**src/rtl/refill_axi_pkg.sv**
```systemverilog
// AXI4 encodings, AR-issuer state type and arsize helper shared by the refill request/response blocks.
package refill_axi_pkg;

  localparam logic [1:0] BURST_INCR      = 2'b01;
  localparam logic [1:0] RESP_OKAY       = 2'b00;
  localparam logic [1:0] RESP_EXOKAY     = 2'b01;
  localparam logic [1:0] RESP_SLVERR     = 2'b10;
  localparam logic [1:0] RESP_DECERR     = 2'b11;
  localparam logic [3:0] ARCACHE_DEFAULT = 4'b0010;
  localparam logic [2:0] ARPROT_INSTR    = 3'b100;

  typedef enum logic {
    ST_IDLE  = 1'b0,
    ST_ISSUE = 1'b1
  } issue_state_e;

  // arsize encoding is log2 of the beat width in bytes
  function automatic logic [2:0] axi_size(input int unsigned bytes);
    logic [2:0] sz;
    sz = '0;
    for (int unsigned i = 0; i < 8; i++) begin
      if ((32'd1 << i) == bytes) sz = 3'(i);
    end
    return sz;
  endfunction

endpackage

```
**src/rtl/refill_credit_counter.sv**
```systemverilog
// Saturating up/down count of in-flight bursts; updates one cycle after inc/dec.
// No backpressure: simultaneous inc and dec cancel, dec at zero is dropped.
module refill_credit_counter #(
  parameter int MAX_OUTSTANDING = 4,
  parameter int CW              = $clog2(MAX_OUTSTANDING + 1)
) (
  input  logic          clk,
  input  logic          rst_n,
  input  logic          inc,
  input  logic          dec,
  output logic [CW-1:0] count
);

  localparam logic [CW-1:0] MAX_CNT = CW'(MAX_OUTSTANDING);

  always_ff @(posedge clk or negedge rst_n) begin
    if (!rst_n) begin
      count <= '0;
    end else if (inc && !dec && count != MAX_CNT) begin
      count <= count + 1'b1;
    end else if (dec && !inc && count != '0) begin
      count <= count - 1'b1;
    end
  end

endmodule

```
**src/rtl/axi4_refill_req_issuer.sv**
```systemverilog
// Turns refill/bypass fetch requests into AXI4 AR bursts; AR appears one cycle after grant, back-to-back under arready.
// Grant is withheld while AR stalls or credits run out. Optional perf counters under REFILL_PERF_CNT_EN.
module axi4_refill_req_issuer
  import refill_axi_pkg::*;
#(
  parameter int CACHE_LINE        = 4,
  parameter int ICACHE_DATA_WIDTH = 32,
  parameter int AXI_ADDR          = 32,
  parameter int AXI_ID            = 6,
  parameter int AXI_DATA          = 64,
  parameter int AXI_USER          = 8,
  parameter int MAX_OUTSTANDING   = 4
) (
  input  logic                          clk,
  input  logic                          rst_n,
  input  logic                          refill_req_i,
  input  logic [AXI_ADDR-1:0]           refill_addr_i,
  input  logic [AXI_ID-1:0]             refill_id_i,
  input  logic [AXI_USER-1:0]           refill_user_i,
  input  logic                          refill_bypass_i,
  output logic                          refill_gnt_o,
  output logic [AXI_ID-1:0]             init_arid_o,
  output logic [AXI_ADDR-1:0]           init_araddr_o,
  output logic [7:0]                    init_arlen_o,
  output logic [2:0]                    init_arsize_o,
  output logic [1:0]                    init_arburst_o,
  output logic                          init_arlock_o,
  output logic [3:0]                    init_arcache_o,
  output logic [2:0]                    init_arprot_o,
  output logic [3:0]                    init_arregion_o,
  output logic [3:0]                    init_arqos_o,
  output logic [AXI_USER-1:0]           init_aruser_o,
  output logic                          init_arvalid_o,
  input  logic                          init_arready_i,
  input  logic                          init_rvalid_i,
  input  logic                          init_rready_i,
  input  logic                          init_rlast_i,
  output logic [$clog2(MAX_OUTSTANDING+1)-1:0] outstanding_o,
  output logic                          idle_o
`ifdef REFILL_PERF_CNT_EN
  ,
  input  logic                          perf_clr_i,
  output logic [31:0]                   perf_ar_cnt_o,
  output logic [31:0]                   perf_stall_cnt_o
`endif
);

  localparam int BEATS      = CACHE_LINE * ICACHE_DATA_WIDTH / AXI_DATA;
  localparam int LINE_BYTES = CACHE_LINE * ICACHE_DATA_WIDTH / 8;
  localparam int BUS_BYTES  = AXI_DATA / 8;
  localparam int CW         = $clog2(MAX_OUTSTANDING + 1);

  localparam logic [AXI_ADDR-1:0] LINE_MASK = AXI_ADDR'(LINE_BYTES - 1);
  localparam logic [AXI_ADDR-1:0] BUS_MASK  = AXI_ADDR'(BUS_BYTES - 1);
  localparam logic [CW:0]         MAX_CNT   = (CW + 1)'(MAX_OUTSTANDING);

  if (BEATS < 1 || BEATS * AXI_DATA != CACHE_LINE * ICACHE_DATA_WIDTH) begin : g_bad_beats
    $error("cache line must be a whole number (>=1) of AXI data beats");
  end

  typedef struct packed {
    logic [AXI_ID-1:0]   id;
    logic [AXI_ADDR-1:0] addr;
    logic [7:0]          len;
    logic [2:0]          size;
    logic [1:0]          burst;
    logic                lock;
    logic [3:0]          cache;
    logic [2:0]          prot;
    logic [3:0]          region;
    logic [3:0]          qos;
    logic [AXI_USER-1:0] user;
  } ar_hdr_t;

  issue_state_e state_q, state_d;
  ar_hdr_t      ar_q, ar_d;
  logic [CW-1:0] out_q;
  logic [CW:0]   out_ext;
  logic          load, ar_hs, r_last_hs;

  assign out_ext   = {1'b0, out_q};
  assign ar_hs     = init_arvalid_o & init_arready_i;
  assign r_last_hs = init_rvalid_i & init_rready_i & init_rlast_i;
  assign load      = refill_req_i & refill_gnt_o;

  // In ISSUE a new grant needs room for the burst that is handshaking right now
  always_comb begin
    state_d      = state_q;
    refill_gnt_o = 1'b0;
    unique case (state_q)
      ST_IDLE: begin
        refill_gnt_o = (out_ext < MAX_CNT);
        if (load) state_d = ST_ISSUE;
      end
      ST_ISSUE: begin
        refill_gnt_o = init_arready_i & ((out_ext + 1'b1) < MAX_CNT);
        if (init_arready_i && !load) state_d = ST_IDLE;
      end
    endcase
  end

  always_comb begin
    ar_d = ar_q;
    if (load) begin
      ar_d.id     = refill_id_i;
      ar_d.user   = refill_user_i;
      ar_d.addr   = refill_bypass_i ? (refill_addr_i & ~BUS_MASK) : (refill_addr_i & ~LINE_MASK);
      ar_d.len    = refill_bypass_i ? 8'd0 : 8'(BEATS - 1);
      ar_d.size   = axi_size(BUS_BYTES);
      ar_d.burst  = BURST_INCR;
      ar_d.lock   = 1'b0;
      ar_d.cache  = ARCACHE_DEFAULT;
      ar_d.prot   = ARPROT_INSTR;
      ar_d.region = 4'd0;
      ar_d.qos    = 4'd0;
    end
  end

  always_ff @(posedge clk or negedge rst_n) begin
    if (!rst_n) begin
      state_q <= ST_IDLE;
      ar_q    <= '0;
    end else begin
      state_q <= state_d;
      ar_q    <= ar_d;
    end
  end

  refill_credit_counter #(
    .MAX_OUTSTANDING(MAX_OUTSTANDING),
    .CW             (CW)
  ) u_credit (
    .clk  (clk),
    .rst_n(rst_n),
    .inc  (ar_hs),
    .dec  (r_last_hs),
    .count(out_q)
  );

  assign init_arvalid_o  = (state_q == ST_ISSUE);
  assign init_arid_o     = ar_q.id;
  assign init_araddr_o   = ar_q.addr;
  assign init_arlen_o    = ar_q.len;
  assign init_arsize_o   = ar_q.size;
  assign init_arburst_o  = ar_q.burst;
  assign init_arlock_o   = ar_q.lock;
  assign init_arcache_o  = ar_q.cache;
  assign init_arprot_o   = ar_q.prot;
  assign init_arregion_o = ar_q.region;
  assign init_arqos_o    = ar_q.qos;
  assign init_aruser_o   = ar_q.user;
  assign outstanding_o   = out_q;
  assign idle_o          = (state_q == ST_IDLE) && (out_q == '0);

`ifdef REFILL_PERF_CNT_EN
  always_ff @(posedge clk or negedge rst_n) begin
    if (!rst_n) begin
      perf_ar_cnt_o    <= '0;
      perf_stall_cnt_o <= '0;
    end else if (perf_clr_i) begin
      perf_ar_cnt_o    <= '0;
      perf_stall_cnt_o <= '0;
    end else begin
      if (ar_hs) perf_ar_cnt_o <= perf_ar_cnt_o + 32'd1;
      if (init_arvalid_o && !init_arready_i) perf_stall_cnt_o <= perf_stall_cnt_o + 32'd1;
    end
  end
`endif

endmodule
```
**config.mk**
```make
export PLATFORM = sky130hd
export DESIGN_NAME = axi4_refill_req_issuer
export DESIGN_NICKNAME = d
export VERILOG_FILES = /design/src/rtl/refill_axi_pkg.sv /design/src/rtl/refill_credit_counter.sv /design/src/rtl/axi4_refill_req_issuer.sv
export SDC_FILE = /design/constraint.sdc
export NUM_CORES = 1
export LEC_CHECK = 0
export BUFFER_PORTS_ARGS = -buffer_cell sky130_fd_sc_hd__buf_4
export CORE_ASPECT_RATIO = 2
export CORE_MARGIN = 2
export CORE_UTILIZATION = 46
export CTS_CLUSTER_SIZE = 20
export DETAILED_ROUTE_END_ITERATION = 7
export PLACE_DENSITY = 0.88
export SYNTH_ARGS = -nofsm -noshare
export SYNTH_HDL_FRONTEND = slang
export SYNTH_SLANG_ARGS = --single-unit
```
**constraint.sdc**
```tcl
create_clock -name clk -period 4 [get_ports clk]
set_input_delay 0.4 -clock clk [delete_from_list [all_inputs] [get_ports clk]]
set_output_delay 0.4 -clock clk [all_outputs]
set_load 0.02 [all_outputs]
```
Yosys cells after proc, flatten, opt, wreduce, memory -nomap -nowiden
Cells that the tools add are included.
Word-level totals
  bits in registers: 60
  output and inout bits: 81
  logic and storage cells: 40
  input bits: 54
Operators by class
  add/subtract/negate cells: 3
  eq/ne operators: 1
  reduce and logical (&&, ||, !) cells: 12
  mux-type cells: 8
  bitwise logic cells: 6
  order comparisons: 2
Operator list (number)
  1-bit logical AND: 6
  3-bit two-way mux: 2
  1-bit AND: 5
  3-bit by 1-bit adder with 4-bit output, second input constant: 1
  4-bit by 3-bit less-than comparator with 1-bit output, second input constant: 1
  4-bit two-way mux: 1
  1-bit case mux with 2 select lines: 2
  3-bit by 1-bit adder with 3-bit output, second input constant: 1
  1-bit logical NOT: 3
  3-bit logical NOT: 1
  3-bit less-than comparator, second input constant: 1
  1-bit two-way mux: 3
  3-bit inequality test, second input constant: 1
  3-bit nonzero test: 1
  3-bit by 1-bit subtractor with 3-bit output, second input constant: 1
  2-bit nonzero test: 1
  1-bit inverter: 1

Longest topological paths before layout
Gate-level depths: netlist of the first run.
  depth in word-level cells: 9
  mapped depth: 7
  gate-level depth less buffers: 7

By module
Synthesis of the first run repeated with hierarchy kept, for this count alone.
Unflattened totals
  cells, all modules: 158
  area total of the unflattened synthesis: 2205.9 sq um
By module, submodules not included
  axi4_refill_req_issuer: seq. area each 1151.1 sq um, cells an instance 138, area each 1995.7 sq um, times used 1
  refill_credit_counter: seq. area each 75.1 sq um, cells an instance 20, area each 210.2 sq um, times used 1

Worst setup path after synthesis of the first run
Ideal clock, no wire load.
  path kind: flip-flop to flip-flop
  start point: register state_q (netlist: init_arvalid_o)
  end point: register u_credit.count[2]
  library setup time: 77 ps
  path buffers: 1
  clock period less this slack: 1965 ps
  data required time: 3923 ps
  slack: 2035 ps
  arrival: 1887 ps
  cell stages (with the launch flop): 8
  path through: dfrtp_1 -> and2_1 -> clkbuf_1 -> nand3_1 -> fa_1 -> nor4_1 -> a311oi_1 -> a21oi_1
Between the ends
  word-level cells in the longest chain between the ends: 5
  elaborated cells on any way between the ends: 8
  those cells by class: mux: 1; bitwise: 1; reduce/logical: 6
Ends and longest elaborated chain
  start: declaration: RTL line axi4_refill_req_issuer.sv:75  | issue_state_e state_q, state_d;
  start signal: assignment: RTL line axi4_refill_req_issuer.sv:124  | state_q <= state_d;
  1-bit AND (*): RTL line axi4_refill_req_issuer.sv:82  | assign ar_hs = init_arvalid_o & init_arready_i;
  1-bit logical NOT: RTL line refill_credit_counter.sv:21  | end else if (dec && !inc && count != '0) begin
  1-bit logical AND (2 in a row): RTL line refill_credit_counter.sv:21
  2-bit nonzero test (no line)
  end signal: assignment: RTL line refill_credit_counter.sv:20  | count <= count + 1'b1;
  end signal: assignment: RTL line refill_credit_counter.sv:22  | count <= count - 1'b1;
  end: declaration: RTL line refill_credit_counter.sv:11  | output logic [CW-1:0] count
Every way passes the cells marked *; elsewhere a longest branch is shown, timed or not.
A chain may end at the register's enable or synchronous reset.

Worst setup path in the final report of the first run
  start point: register u_credit.count[0]
  end point: register ar_q (netlist bit init_araddr_o[19])
Between the ends
  word-level cells in the longest chain between the ends: 5
  elaborated cells on any way between the ends: 6
  those cells by class: add/sub: 1; order compare: 2; mux: 1; bitwise: 2
Ends and longest elaborated chain
  3-bit by 1-bit adder with 4-bit output: RTL line axi4_refill_req_issuer.sv:96  | refill_gnt_o = init_arready_i & ((out_ext + 1'b1) < MAX_CNT);
  4-bit by 3-bit less-than comparator with 1-bit output: RTL line axi4_refill_req_issuer.sv:96
  1-bit AND: RTL line axi4_refill_req_issuer.sv:96
  1-bit case mux with 2 select lines (*): RTL line axi4_refill_req_issuer.sv:90  | unique case (state_q)
  1-bit AND (*): RTL line axi4_refill_req_issuer.sv:84  | assign load = refill_req_i & refill_gnt_o;
  end signal: assignment: RTL line axi4_refill_req_issuer.sv:125  | ar_q <= ar_d;
  end: declaration: RTL line axi4_refill_req_issuer.sv:76  | ar_hdr_t ar_q, ar_d;
Marked as above.

==> flow_summary.toml, run 1 <==
[critical_path]
crit_family = "compound AO/OA/AOI/OAI gates"
cp-end-kind = "register"
cp_num_buf_inv = 1
crit_fanout = 30
start_kind = "register"
reg2reg_slack_ps = 1670
cp_cell_sequence = "a21bo_2 -> a21oi_4 -> buf_4 -> mux2_2"
slowest_delay_ps = 720
cp.required_ps = 4180
critPathArrivalTime_ps = 2510
crit_slowest_cell = "a21oi_4"
worstSetupPathType = "register to register"

[clock_tree]
cts-root-buf = "clkbuf_8"
cts_buffer_depth = 2
cts_num_sinks = 49
post_cts_buffers = 0
cts_hold_buf = 0
clkLatencyLatePin_ps = 290
ctsResizeCount = 0
clkTransAtPathRegs_ps = 90
tritoncts = "yes"
numCtsBuffers = 5
htree_num_levels = 2

[die]
core-area_sq_um = 4642
pin_count = 135
start_util = 0.4792
die_h_um = 102.3
die_w_um = 53.18
die-area_sq_um = 5442
rows = 35

[global_routing]
grt_pass1_wl_um = 6824
track_usage = 0.1731
grt_max_degree = 50
grt_pass1_vias = 1491
grt_antenna_before_repair = 0
grt_remaining_overflow = 0

[placed_design]
dpl.hpwl_um = 3494
io_buffers = 105
preCtsSetupSlack_ps = 1630
gp_congestion = 0.7386

[cells_and_area]
fillers = 374
seq_area_sq_um = 1226
syn_to_final_growth_pct = 35.26
fin_nets = 319
final_cell_mix = "106 x buf_4, 49 x dfrtp_1, 40 x mux2_2"
drive_gt1_frac = 0.5925
layout_commonest_cell = "buf_4"
antenna_cells = 0
multi_input_area_sq_um = 790.8

[drt]
vias = 1514
routedWlPerCell_um = 13.68
drt-total-wl_um = 4378
drc_errors = 0
routed_via_density = 4.731
drt_iter0_drc = 26
postRouteAntennaNets = 0
firstDrtPassIters = 3

[synth]
synth_area_sq_um = 2225
avgSynthCellArea_sq_um = 13.73
seq_area_frac_synth = 0.5512
synth_compound_area_frac = 0.04218
ys_warn_count = 0
synth-simple-area-share = 0.03600
synth.area.mux_share = 0.2126
synth-xor-area-share = 0.01181
yosys.area_share.adder = 0.008999
synth_cells = 162
yosysUniqueCellTypes = 27
ys_ff_latch = 49
synth_top_family_by_area = "multiplexers"

[timing]
finalSetupTns_ps = 0
worstMarginPinSlew_ps = 897.4
period_needed_ps = 2326
hold_violations = 0
slew_headroom = 0.4004
fin_hold_ws_ps = 93.51
report.final.slew_viol_count = 0
finClkSkew_ps = 3.508
fmax_mhz = 429.9
fin_ws_ps = 1674
layout_worst_path_cycle_share = 0.5815
rsz0062_at_grt = "no"
setup_viol = 0

[pwr]
ir_worst_vdd_mv = 0.4576
leakagePower_nw = 1.451
power_density_nw_per_um2 = 828.4

[flow_run]
maxCapViolCount = 0

[run_status]
status = "complete, no violations"

[worst_hold_path]
hp-class = "primary input to asynchronous set/reset pin"
==> worst paths after layout <==
check                                   from           endpoint  cells past startpoint
hold reg to reg             init_araddr_o[6]   init_araddr_o[6]                      1
hold / removal                         rst_n  init_araddr_o[15]                      1
max in group asynchronous              rst_n   init_arsize_o[0]                      1
min in group clk              init_arready_i     init_arvalid_o                      2
setup / recovery           u_credit.count[0]  init_araddr_o[19]                      4
setup reg to reg           u_credit.count[0]  init_araddr_o[19]                      4
==> metrics by stage <==
| stage | power, mW | instances | area [sq um] | util |
|---|---|---|---|---|
| after detailed placement | 2.165 | 312 | 2889 | 0.6224 |
| after global placement | 2.120 | 312 | 2889 | 0.6224 |
| final | 2.493 | 320 | 3009 | 0.6482 |
| after floorplan | 1.671 | 187 | 2318 | - |
| after CTS | 2.531 | 320 | 3009 | 0.6482 |
| after global routing | 2.664 | 320 | 3009 | 0.6482 |
==> metal layers <==
layer | share of wire | up-vias | wire length [um] | GRT usage
met2 | 0.58 | 81 | 2527 | 0.3058
met3 | 0.070 | 13 | 307 | 0.02632
li1 | - | 699 | - | -
met1 | 0.30 | 721 | 1335 | 0.1749
met5 | 0 | - | 0 | 0
met4 | 0.048 | 0 | 209 | 0.1282
==> synthesized netlist by cell type <==
library cell | count | area, sq um
o31ai_1 | 1 | 7.510
buf_4 | 30 | 225.2
nand2b_1 | 2 | 12.51
o22a_1 | 1 | 8.760
nor4_1 | 2 | 12.51
a311oi_1 | 1 | 8.760
dfrtp_1 | 49 | 1226
o21a_1 | 1 | 7.510
clkbuf_2 | 1 | 5.000
buf_8 | 4 | 60.06
nand2_1 | 4 | 15.01
a21bo_2 | 1 | 10.01
conb_1 | 1 | 3.750
inv_1 | 2 | 7.510
mux2_2 | 40 | 450.4
and2_1 | 1 | 6.260
clkbuf_1 | 1 | 3.750
nand4b_1 | 1 | 8.760
nor2_1 | 1 | 3.750
o21ai_0 | 5 | 25.02
nand3_1 | 3 | 15.01
fa_1 | 1 | 20.02
xnor2_1 | 3 | 26.28
a21oi_4 | 1 | 16.27
or2_2 | 1 | 6.260
mux2_1 | 2 | 22.52
a21oi_1 | 2 | 10.01
==> worst reg2reg max path: cells and delay by family, from the launching register on <==
family | cells | cell delay (ps)
buf+inv | 1 | 380
mux | 1 | 370
compound gates | 2 | 980
flops | 1 | 480
==> registers in the layout (all words and copies together) (netlist names) <==
register        cells
init_araddr_o      29
init_aruser_o       8
init_arid_o         6
u_credit.count      3
init_arlen_o        1
init_arsize_o       1
init_arvalid_o      1
==> where the power goes <==
part           leakage, nW  internal (mW)  switching (mW)
logic                0.819          0.608           0.626
clock network       0.0574          0.203           0.157
registers            0.575          0.743           0.156
==> layout make-up <==
cell class	instances	share of cell area
inverters	2	0.002495
clock inverters	2	0.01247
multi-input cells	100	0.2628
clock buffers	6	0.02744
flip-flops and latches	49	0.4075
repair buffers	106	0.2644
well taps	55	0.02287
==> cells by family (layout without fill, tap and decap cells) <==
family                     Yosys count  after routing
AOI/OAI and AO/OA                   13             13
DFF                                 49             49
muxes                               42             42
adders and majority gates            1              1
and+or+nand+nor                     15             15
xor gates and xnor gates             3              3
buffers and inverters               38            116
other                                1             26
Note: power is estimated with default switching activity, not from simulation.
==> run 2, diff against run 1 <==
- CORE_UTILIZATION: 46 -> 39
- PLACE_DENSITY: 0.88 -> 0.79
- clock period: 4 -> 2.1 ns (I/O delays scaled with it)
==> flow_summary.toml, run 2 (synthesized netlist as in run 1, its figures left out) <==
[run_status]
status = "complete, no violations"

[cells_and_area]
layout_commonest_cell = "buf_4"
fin_nets = 322
seq_area_sq_um = 1226
multi_input_area_sq_um = 790.8
largest_reg_flops = 29
fin_util = 0.5514
syn_to_final_growth_pct = 39.09
final_area_sq_um = 3094
antenna_cells = 0
final_cell_mix = "107 x buf_4, 49 x dfrtp_1, 40 x mux2_2"
fillers = 466
drive_gt1_frac = 0.5918

[timing]
fin_ws_ps = 305.5
period_needed_ps = 1795
fin_hold_ws_ps = 129.0
setup_viol = 0
finClkSkew_ps = 3.293
layout_worst_path_cycle_share = 0.8545
worstMarginPinSlew_ps = 612.1
fmax_mhz = 557.3
report.final.slew_viol_count = 0
finalSetupTns_ps = 0
slew_headroom = 0.5919
rsz0062_at_grt = "no"
hold_violations = 0

[placed_design]
placed_cell_area_sq_um = 2924
io_buffers = 105
gp_congestion = 0.7424
preCtsSetupSlack_ps = 323.8
dpl.hpwl_um = 3145

[drt]
drc_errors = 0
drt_iter0_drc = 37
postRouteAntennaNets = 0
firstDrtPassIters = 4
routedWlPerCell_um = 12.89
routed_via_density = 4.558
drt-total-wl_um = 4229
vias = 1495

[critical_path]
startpoint = "u_credit.count[0]"
reg2reg_from = "u_credit.count[0]"
cp.required_ps = 2310
endpoint = "u_credit.count[2]"
reg2reg_slack_ps = 310
crit_fanout = 8
worstSetupPathType = "register to register"
cp-end-kind = "register"
critPathArrivalTime_ps = 2000
r2r_cells = 7
start_kind = "register"
regToRegEndpoint = "u_credit.count[2]"

[clock_tree]
clkLatencyLatePin_ps = 280
cts_num_sinks = 49
tritoncts = "yes"
clkTransAtPathRegs_ps = 60
post_cts_buffers = 0
numCtsBuffers = 5
cts_buffer_depth = 2
htree_num_levels = 2
cts-root-buf = "clkbuf_16"

[worst_hold_path]
hp-class = "primary input to register"

[pwr]
seq_power_share = 0.343
leakagePower_nw = 1.490
switching_power_mw = 1.822
pwr-share-clk = 0.175
p_int_mw = 3.158
switching_share = 0.3659
combPwrFrac = 0.482
ir_worst_vdd_mv = 1.275
power_density_nw_per_um2 = 1609

[global_routing]
track_usage = 0.1379
grt_pass1_wl_um = 6851
grt_max_degree = 50
grt_antenna_before_repair = 0
grt_remaining_overflow = 0
grt_pass1_vias = 1501

[die]
die-area_sq_um = 6361
pin_count = 135
core-area_sq_um = 5612
die_h_um = 110.8
start_util = 0.3964
die_w_um = 57.41
rows = 39

[flow_run]
maxCapViolCount = 0
==> run 2: worst min-delay path by stage <==
stage,from,slack [ps],to,cells after the start
floorplan,rst_n,-90,init_araddr_o[10],0
finish,refill_bypass_i,130,init_arlen_o[0],2
detailed placement,rst_n,260,u_credit.count[1],1
global placement,rst_n,250,u_credit.count[0],1
CTS,refill_bypass_i,120,init_arlen_o[0],2
global route,refill_addr_i[8],150,init_araddr_o[8],2
==> run 2: power by group through the flow <==
stage	sequential, mW	clock [mW]	combinational (mW)
final	1.71	0.871	2.40
after detailed placement	1.72	0	2.43
after global routing	1.79	0.929	2.56
after floorplan	2.28	0	0.902
after CTS	1.72	0.900	2.43
after global placement	1.69	0	2.37
==> run 2: cell type report <==
type,instances,share of cell area
clock inverter,2,0.01132
clock buffer,5,0.04044
sequential,49,0.3963
tap,61,0.02467
multi-input combinational,100,0.2556
inverter,2,0.002426
timing repair buffer,109,0.2693
==> run 2: critical path: stages (launching register included) <==
cell,delay [ps]
dfrtp_1,490
nor2_1,120
nand2_1,80
nand3_1,90
fa_1,440
nor4_1,290
a311oi_1,80
a21oi_1,120
==> run 2: layer usage <==
layer | wire length, um | global-route usage
met2 | 1900 | 0.2015
met4 | 79 | 0.06047
met3 | 524 | 0.04667
met1 | 1725 | 0.1836
met5 | 0 | 0
==> run 2: through the flow <==
step	std cells	total power, mW
after floorplan	187	3.182
after global placement	320	4.064
after detailed placement	320	4.147
after CTS	328	5.042
after global routing	328	5.277
final	328	4.980
==> run 2: what timing repair did <==
| item | CTS | global route |
|---|---|---|
| endpoints found under the hold margin | 49 | 0 |
| hold buffers | 1 | 0 |
| resized for setup | 0 | 0 |
